`src/rtl/vector_line_feeder.sv`:
```
// vector_line_feeder: walks a display list in vector RAM and feeds one line at a time to the rasterizer.
// Optional macro VECTOR_FEEDER_SKIP_BLANK_EN: color-0 entries are consumed without being issued.
`default_nettype none

module vector_line_feeder #(
  parameter int ADDR_W    = 10,
  parameter int MAX_LINES = 1023
) (
  input  logic              clk,
  input  logic              rst,
  input  logic              start,
  input  logic              abort,
  input  logic [ADDR_W-1:0] base_addr,
  output logic [ADDR_W-1:0] mem_addr,
  output logic              mem_rd,
  input  logic [63:0]       mem_data,
  output logic [12:0]       startX,
  output logic [12:0]       startY,
  output logic [12:0]       endX,
  output logic [12:0]       endY,
  output logic [3:0]        lineColor,
  output logic              readyIn,
  input  logic              rastReady,
  input  logic              rastDone,
  output logic              busy,
  output logic              list_done,
  output logic              overflow,
  output logic [ADDR_W-1:0] line_count
);

  localparam logic [2:0] S_IDLE   = 3'd0;
  localparam logic [2:0] S_FETCH  = 3'd1;
  localparam logic [2:0] S_WAIT   = 3'd2;
  localparam logic [2:0] S_ISSUE  = 3'd3;
  localparam logic [2:0] S_DRAIN  = 3'd4;
  localparam logic [2:0] S_FINISH = 3'd5;

  localparam logic [ADDR_W-1:0] MAX_CNT = ADDR_W'(MAX_LINES);

  logic [2:0]        state_q, state_d;
  logic [ADDR_W-1:0] ptr_q, ptr_d;
  logic [ADDR_W-1:0] cnt_q, cnt_d;
  logic              ovf_q, ovf_d;
  logic              abort_seen_q, abort_seen_d;
  logic              last_q, last_d;
  logic [12:0]       sx_q, sx_d, sy_q, sy_d, ex_q, ex_d, ey_q, ey_d;
  logic [3:0]        color_q, color_d;

  logic w_abort_any;
  logic w_last_src;
  logic w_at_max;
  logic w_end;
  logic w_unused_rsvd;

  assign w_unused_rsvd = ^mem_data[62:56];
  assign w_abort_any   = abort | abort_seen_q;
  assign w_at_max      = (cnt_q == MAX_CNT);
  // The exit decision is taken in DRAIN from the latched flag, or in WAIT straight off the RAM for skipped entries.
  assign w_last_src    = (state_q == S_WAIT) ? mem_data[63] : last_q;
  assign w_end         = w_last_src | w_abort_any | w_at_max;

  always_comb begin
    state_d      = state_q;
    ptr_d        = ptr_q;
    cnt_d        = cnt_q;
    ovf_d        = ovf_q;
    abort_seen_d = abort_seen_q;
    last_d       = last_q;
    sx_d         = sx_q;
    sy_d         = sy_q;
    ex_d         = ex_q;
    ey_d         = ey_q;
    color_d      = color_q;

    if (state_q != S_IDLE && abort) begin
      abort_seen_d = 1'b1;
    end

    case (state_q)
      S_IDLE: begin
        if (start) begin
          state_d      = S_FETCH;
          ptr_d        = base_addr;
          cnt_d        = '0;
          ovf_d        = 1'b0;
          abort_seen_d = 1'b0;
        end
      end
      S_FETCH: begin
        state_d = w_abort_any ? S_FINISH : S_WAIT;
      end
      S_WAIT: begin
        sx_d    = mem_data[12:0];
        sy_d    = mem_data[25:13];
        ex_d    = mem_data[38:26];
        ey_d    = mem_data[51:39];
        color_d = mem_data[55:52];
        last_d  = mem_data[63];
        if (w_abort_any) begin
          state_d = S_FINISH;
        end else begin
          state_d = S_ISSUE;
`ifdef VECTOR_FEEDER_SKIP_BLANK_EN
          if (mem_data[55:52] == 4'd0) begin
            if (w_end) begin
              state_d = S_FINISH;
              if (w_at_max && !w_last_src) ovf_d = 1'b1;
            end else begin
              state_d = S_FETCH;
              ptr_d   = ptr_q + 1'b1;
            end
          end
`endif
        end
      end
      S_ISSUE: begin
        // Abort wins over a coincident rastReady so a dropped line is never counted.
        if (w_abort_any) begin
          state_d = S_FINISH;
        end else if (rastReady) begin
          state_d = S_DRAIN;
          cnt_d   = cnt_q + 1'b1;
        end
      end
      S_DRAIN: begin
        if (rastDone) begin
          if (w_end) begin
            state_d = S_FINISH;
            if (w_at_max && !w_last_src) ovf_d = 1'b1;
          end else begin
            state_d = S_FETCH;
            ptr_d   = ptr_q + 1'b1;
          end
        end
      end
      S_FINISH: begin
        state_d = S_IDLE;
      end
      default: begin
        state_d = S_IDLE;
      end
    endcase
  end

  always_ff @(posedge clk) begin
    if (rst) begin
      state_q      <= S_IDLE;
      ptr_q        <= '0;
      cnt_q        <= '0;
      ovf_q        <= 1'b0;
      abort_seen_q <= 1'b0;
      last_q       <= 1'b0;
      sx_q         <= '0;
      sy_q         <= '0;
      ex_q         <= '0;
      ey_q         <= '0;
      color_q      <= '0;
    end else begin
      state_q      <= state_d;
      ptr_q        <= ptr_d;
      cnt_q        <= cnt_d;
      ovf_q        <= ovf_d;
      abort_seen_q <= abort_seen_d;
      last_q       <= last_d;
      sx_q         <= sx_d;
      sy_q         <= sy_d;
      ex_q         <= ex_d;
      ey_q         <= ey_d;
      color_q      <= color_d;
    end
  end

  assign mem_addr   = ptr_q;
  assign mem_rd     = (state_q == S_FETCH);
  assign readyIn    = (state_q == S_ISSUE) & ~abort & ~rst;
  assign busy       = (state_q != S_IDLE);
  assign list_done  = (state_q == S_FINISH);
  assign overflow   = ovf_q;
  assign line_count = cnt_q;
  assign startX     = sx_q;
  assign startY     = sy_q;
  assign endX       = ex_q;
  assign endY       = ey_q;
  assign lineColor  = color_q;

endmodule

`default_nettype wire
```
`config.mk`:
```
export PLATFORM = sky130hd
export DESIGN_NAME = vector_line_feeder
export DESIGN_NICKNAME = d
export VERILOG_FILES = /design/src/rtl/vector_line_feeder.sv
export SDC_FILE = /design/constraint.sdc
export NUM_CORES = 1
export LEC_CHECK = 0
export BUFFER_PORTS_ARGS = -buffer_cell sky130_fd_sc_hd__buf_2
export CORE_MARGIN = 2
export CORE_UTILIZATION = 46
export CTS_CLUSTER_SIZE = 40
export DETAILED_ROUTE_END_ITERATION = 10
export GPL_ROUTABILITY_DRIVEN = 0
export PLACE_DENSITY = 0.79
export SETUP_SLACK_MARGIN = 0.02
export SLEW_MARGIN = 20
export SYNTH_ARGS = -nofsm -noshare
export SYNTH_HDL_FRONTEND = slang
export SYNTH_SLANG_ARGS = --single-unit
```
`constraint.sdc`:
```
create_clock -name clk -period 2.6 [get_ports clk]
set_clock_uncertainty 0.1 [all_clocks]
set_input_delay 0.26 -clock clk [delete_from_list [all_inputs] [get_ports clk]]
set_output_delay 0.26 -clock clk [all_outputs]
set_load 0.05 [all_outputs]
```
==> flow_summary.ini, run 1 <==
[synthesis]
async_flop_share = 0
ys_ff_latch = 82
syn-instance-count = 442
yosys_most_used_dff = dfxtp_1
synth_fp_nets = 524
yosysTopAreaCell = dfxtp_1
synth_top_area_share = 0.476
synth-edff-count = 0
synth_area_leaders = dfxtp_1 (48%), nand2_1 (15%), a21oi_1 (10%)
ys_types = 44
yosysWarningCount = 0
yosysSeqAreaShare = 0.476
synth_area_sq_um = 3450
syn_avg_cell_area_sq_um = 7.80

[global_routing]
overflow = 0
track_usage = 0.224
grt_max_degree = 51
grt_first_pass_wirelength_um = 15300
grt_pass1_vias = 3327
antenna_found_initial = 0

[detailed_routing]
wl_per_cell_um = 13.8
route.detailed.drc = 0
dr.first_iter.drc_count = 265
ant_nets = 0
vias = 3793
vias_per_cell = 5.52
dr.pass1.iters = 5
wl_um = 9450

[final_layout]
seq_area_sq_um = 1640
final_common_cell = buf_2
final_cell_count_no_fill = 687
final_cell_mix = buf_2 (153), nand2_1 (134), dfxtp_1 (82)
design_area_sq_um = 4510
diodes = 0
area_growth_pct = 30.9
multi_input_area_sq_um = 1670
fillers = 668
layout.nets = 665
finish.utilization = 0.622
drive_gt1_frac = 0.310

[run]
maxCapViolCount = 0

[worst_setup_path]
endpoint_kind = flop
rrSetupSlack_ns = 0.37
r2r_end = line_count[5]
crit_slowest_cell = dfxtp_1
reg2regPathDepth = 5
reg2reg_from = state_q[0]
startpoint_type = flop
max_stage_delay_ns = 0.54
crit_type = reg2reg
cp_cell_sequence = nor3b_1, a32oi_1, buf_4, or4_1, a21oi_1
cp.arrival_ns = 2.40
cp_data_required_time_ns = 2.77
cp_max_fo = 13

[die]
core_area_sq_um = 7250
start_util = 0.475
die_h_um = 90.6
die_area_sq_um = 8200
pin_count = 161
row_count = 31
die_w_um = 90.6

[cts]
clkTransAtPathRegs_ns = 0.09
cts_sinks = 82
cts_buffer_depth = 2
hold_buffers = 0
htreeDepth = 3
clkLatencyLatePin_ns = 0.34
cts_setup_buffers = 0
cts_resized = 0
cts_tree = done
cts_buffers = 9
root_buffer = clkbuf_8

[power]
power_density_nw_per_um2 = 831
p_total_mw = 3.75
ir_drop_mv = 0.416
leakagePower_nw = 1.97

[outcome]
outcome = finished clean

[sta]
fin_ws_ns = 0.372
slew_viol_final = 0
max_freq_mhz = 449
setup_viol = 0
setup_tns_ns = 0
holdWs_ns = 0.0404
rsz0062_at_grt = false
tightest_slew_ns = 0.772
fin_crit_sh = 0.857
timing.slew.headroom = 0.485
fin_crit_ns = 2.23
hold_viol = 0

[place]
dp_hpwl_um = 6690
place_area_sq_um = 4310
dp.cells = 671
io_buffers = 153
dp_slack_ns = 0.423

[hold_path]
whs_path_depth = 3
hold_end = startX[1]
hold_start = mem_data[1]
hold_class = in2reg
## worst max-delay path, delay by kind of cell (launching register included)
family                 cells  cell delay [ns]
flip-flops                 1             0.54
AO/OA/AOI/OAI              2             0.49
buffers and inverters      1             0.28
AND/OR/NAND/NOR            2             0.74
## layer usage
layer,up-vias,track usage,wire (um)
met5,-,0,0
met4,0,0.0872,140
met3,13,0.0342,726
met2,181,0.367,4630
met1,1763,0.298,3950
li1,1836,-,-
## final cells by class
class,instances,area share
Tap cell,99,0.0275
Inverter,5,0.00416
Clock buffer,10,0.0283
Multi-Input combinational cell,323,0.370
Clock inverter,6,0.0164
Sequential cell,82,0.364
Timing Repair Buffer,162,0.190
## how the worst max path moves through the flow
| stage | startpoint | endpoint | slack [ns] | cells after the start |
|---|---|---|---|---|
| after detailed placement | state_q[0] | line_count[5] | 0.42 | 5 |
| after global routing | state_q[0] | line_count[5] | 0.14 | 5 |
| after floorplan | line_count[0] | mem_addr[0] | 0.31 | 5 |
| after CTS | state_q[0] | line_count[5] | 0.40 | 5 |
| final | state_q[0] | line_count[5] | 0.37 | 5 |
| after global placement | state_q[0] | line_count[7] | 0.49 | 5 |
## where the power goes
group,internal [mW],leakage (nW),switching [mW],total [mW]
Clock,0.458,0.0954,0.487,0.945
Sequential,1.39,0.666,0.118,1.51
Combinational,0.353,1.21,0.941,1.29
Total,2.20,1.97,1.55,3.75
## sequential cells by signal, indices dropped and copies added, names as in the netlist
register / count
abort_seen_q: 1
endX: 13
endY: 13
last_q: 1
lineColor: 4
line_count: 10
mem_addr: 10
overflow: 1
startX: 13
startY: 13
state_q: 3
## synth_stat cells (2+ instances only)
cell / count
nand2_1: 135
dfxtp_1: 82
a21oi_1: 72
clkbuf_1: 26
o31ai_1: 15
nor2_1: 12
a31oi_1: 9
or4_1: 8
nand3_1: 7
nor3_1: 6
inv_1: 5
nand2b_1: 5
o21ai_0: 5
and3_1: 4
buf_1: 4
nand4_1: 4
o311ai_0: 3
o31a_1: 3
a211o_1: 2
a211oi_1: 2
a311oi_1: 2
and2_1: 2
buf_2: 2
ha_1: 2
mux2i_1: 2
nor3b_1: 2
nor4_1: 2
o32ai_1: 2
or3_1: 2
## cell families after synthesis
logic type      after synthesis  share of synthesized area
buf+inv                      37                     0.0410
fa+ha+maj                     2                    0.00726
compound gates              123                      0.217
simple gates                196                      0.253
mux                           2                    0.00581
flops                        82                      0.476
(Power assumes the default switching activity.)
==> inputs of run 2 (changes only) <==
--- a/config.mk
+++ b/config.mk
@@ -9,3 +9,3 @@
 export CORE_MARGIN = 2
-export CORE_UTILIZATION = 46
+export CORE_UTILIZATION = 50
 export CTS_CLUSTER_SIZE = 40
@@ -13,5 +13,4 @@
 export GPL_ROUTABILITY_DRIVEN = 0
-export PLACE_DENSITY = 0.79
+export PLACE_DENSITY = 0.85
 export SETUP_SLACK_MARGIN = 0.02
-export SLEW_MARGIN = 20
 export SYNTH_ARGS = -nofsm -noshare
==> constraint.sdc (replaced) <==
create_clock -name clk -period 2.72 [get_ports clk]
set_clock_uncertainty 0.1 [all_clocks]
set_input_delay 0.408 -clock clk [delete_from_list [all_inputs] [get_ports clk]]
set_output_delay 0.408 -clock clk [all_outputs]
set_load 0.05 [all_outputs]
==> flow_summary.ini, run 2 (synthesized netlist as in run 1, its figures left out) <==
[outcome]
outcome = finished clean

[cts]
clkLatencyLatePin_ns = 0.34
clkTransAtPathRegs_ns = 0.09
htreeDepth = 3
cts_setup_buffers = 0
cts_buffers = 9
root_buffer = clkbuf_8
hold_buffers = 0
cts_buffer_depth = 2
cts_resized = 0
cts_sinks = 82
cts_tree = done

[sta]
fin_ws_ns = 0.593
hold_viol = 0
rsz0062_at_grt = false
slew_viol_final = 0
setup_viol = 0
fin_crit_ns = 2.13
tightest_slew_ns = 0.781
fin_crit_sh = 0.782
setup_tns_ns = 0
max_freq_mhz = 470
holdWs_ns = 0.191
timing.slew.headroom = 0.478

[global_routing]
grt_pass1_vias = 3367
overflow = 0
antenna_found_initial = 0
grt_first_pass_wirelength_um = 14500
grt_max_degree = 59
track_usage = 0.236

[final_layout]
drive_gt1_frac = 0.311
area_growth_pct = 30.2
final_cell_mix = buf_2 (153), nand2_1 (134), dfxtp_1 (82)
diodes = 0
design_area_sq_um = 4490
final_common_cell = buf_2
final_cell_count_no_fill = 668
finish.utilization = 0.668
layout.nets = 665

[detailed_routing]
vias = 3662
route.detailed.drc = 0
vias_per_cell = 5.48
dr.first_iter.drc_count = 237
wl_um = 9280
wl_per_cell_um = 13.9
ant_nets = 0
dr.pass1.iters = 5

[worst_setup_path]
worst-path-stages = 3
startpoint = state_q[1]
startpoint_type = flop
reg2reg_from = state_q[0]
cp_max_fo = 14
path_buf_inv = 1
cp_cell_sequence = nand3_1, nor3_1, buf_2
reg2regPathDepth = 5
crit_slowest_cell = dfxtp_1
max_stage_delay_ns = 0.60
endpoint = readyIn
crit_type = reg2out
cp.arrival_ns = 1.62
endpoint_kind = primary output
cp_top_family = flip-flops
cp_data_required_time_ns = 2.21
r2r_end = line_count[8]
rrSetupSlack_ns = 0.61

[die]
die_w_um = 87.0
core_area_sq_um = 6720
die_h_um = 87.0
pin_count = 161
start_util = 0.513
die_area_sq_um = 7570
row_count = 30

[power]
p_total_mw = 3.57
leakagePower_nw = 1.98
power_density_nw_per_um2 = 796
ir_drop_mv = 0.430

[place]
place_area_sq_um = 4290
dp_hpwl_um = 6540
io_buffers = 153
dp.cells = 652
dp_slack_ns = 0.646

[run]
maxCapViolCount = 0

[hold_path]
hold_class = in2reg
[run 2: cell types whose count changed in the layout (fill, tap and decap cells not counted)]
cell,change
clkinvlp_4,-2
clkinv_2,+2
inv_6,-1
clkbuf_1,-1
clkinv_4,+2
[run 2: worst reg2reg max path, cell delays in order, from the launching register on]
cell and delay, ns:
dfxtp_1 0.56, nor3b_1 0.30, a32oi_1 0.20, buf_4 0.25, or4_1 0.47, a21oi_1 0.17
[run 2: final cells by class]
cell class / instances / area [sq um]
clock inverters: 7 / 77.6
clock buffers: 9 / 124
repair buffers: 162 / 858
multi-input cells: 323 / 1670
flip-flops and latches: 82 / 1640
inverters: 5 / 18.8
well taps: 80 / 100
fillers: 591 / 2230
[run 2: how the worst min path moves through the flow]
stage | endpoint | startpoint | cells past startpoint | slack (ns)
floorplan | last_q | last_q | 2 | 0.35
global placement | startY[11] | startY[11] | 2 | 0.34
detailed placement | endX[8] | endX[8] | 2 | 0.34
CTS | endY[8] | mem_data[47] | 3 | 0.18
global route | startY[8] | mem_data[21] | 3 | 0.17
finish | endY[6] | mem_data[45] | 3 | 0.19
[run 2: per-layer routing]
layer	vias to the layer above	wire length, um	track usage
met5	-	0	0
met4	0	155	0.104
met3	15	627	0.0550
met2	135	4600	0.389
met1	1683	3900	0.294
li1	1829	-	-
[run 2: where the power goes]
group	switching (mW)	internal (mW)
Clock	0.460	0.434
Combinational	0.898	0.335
Sequential	0.114	1.33
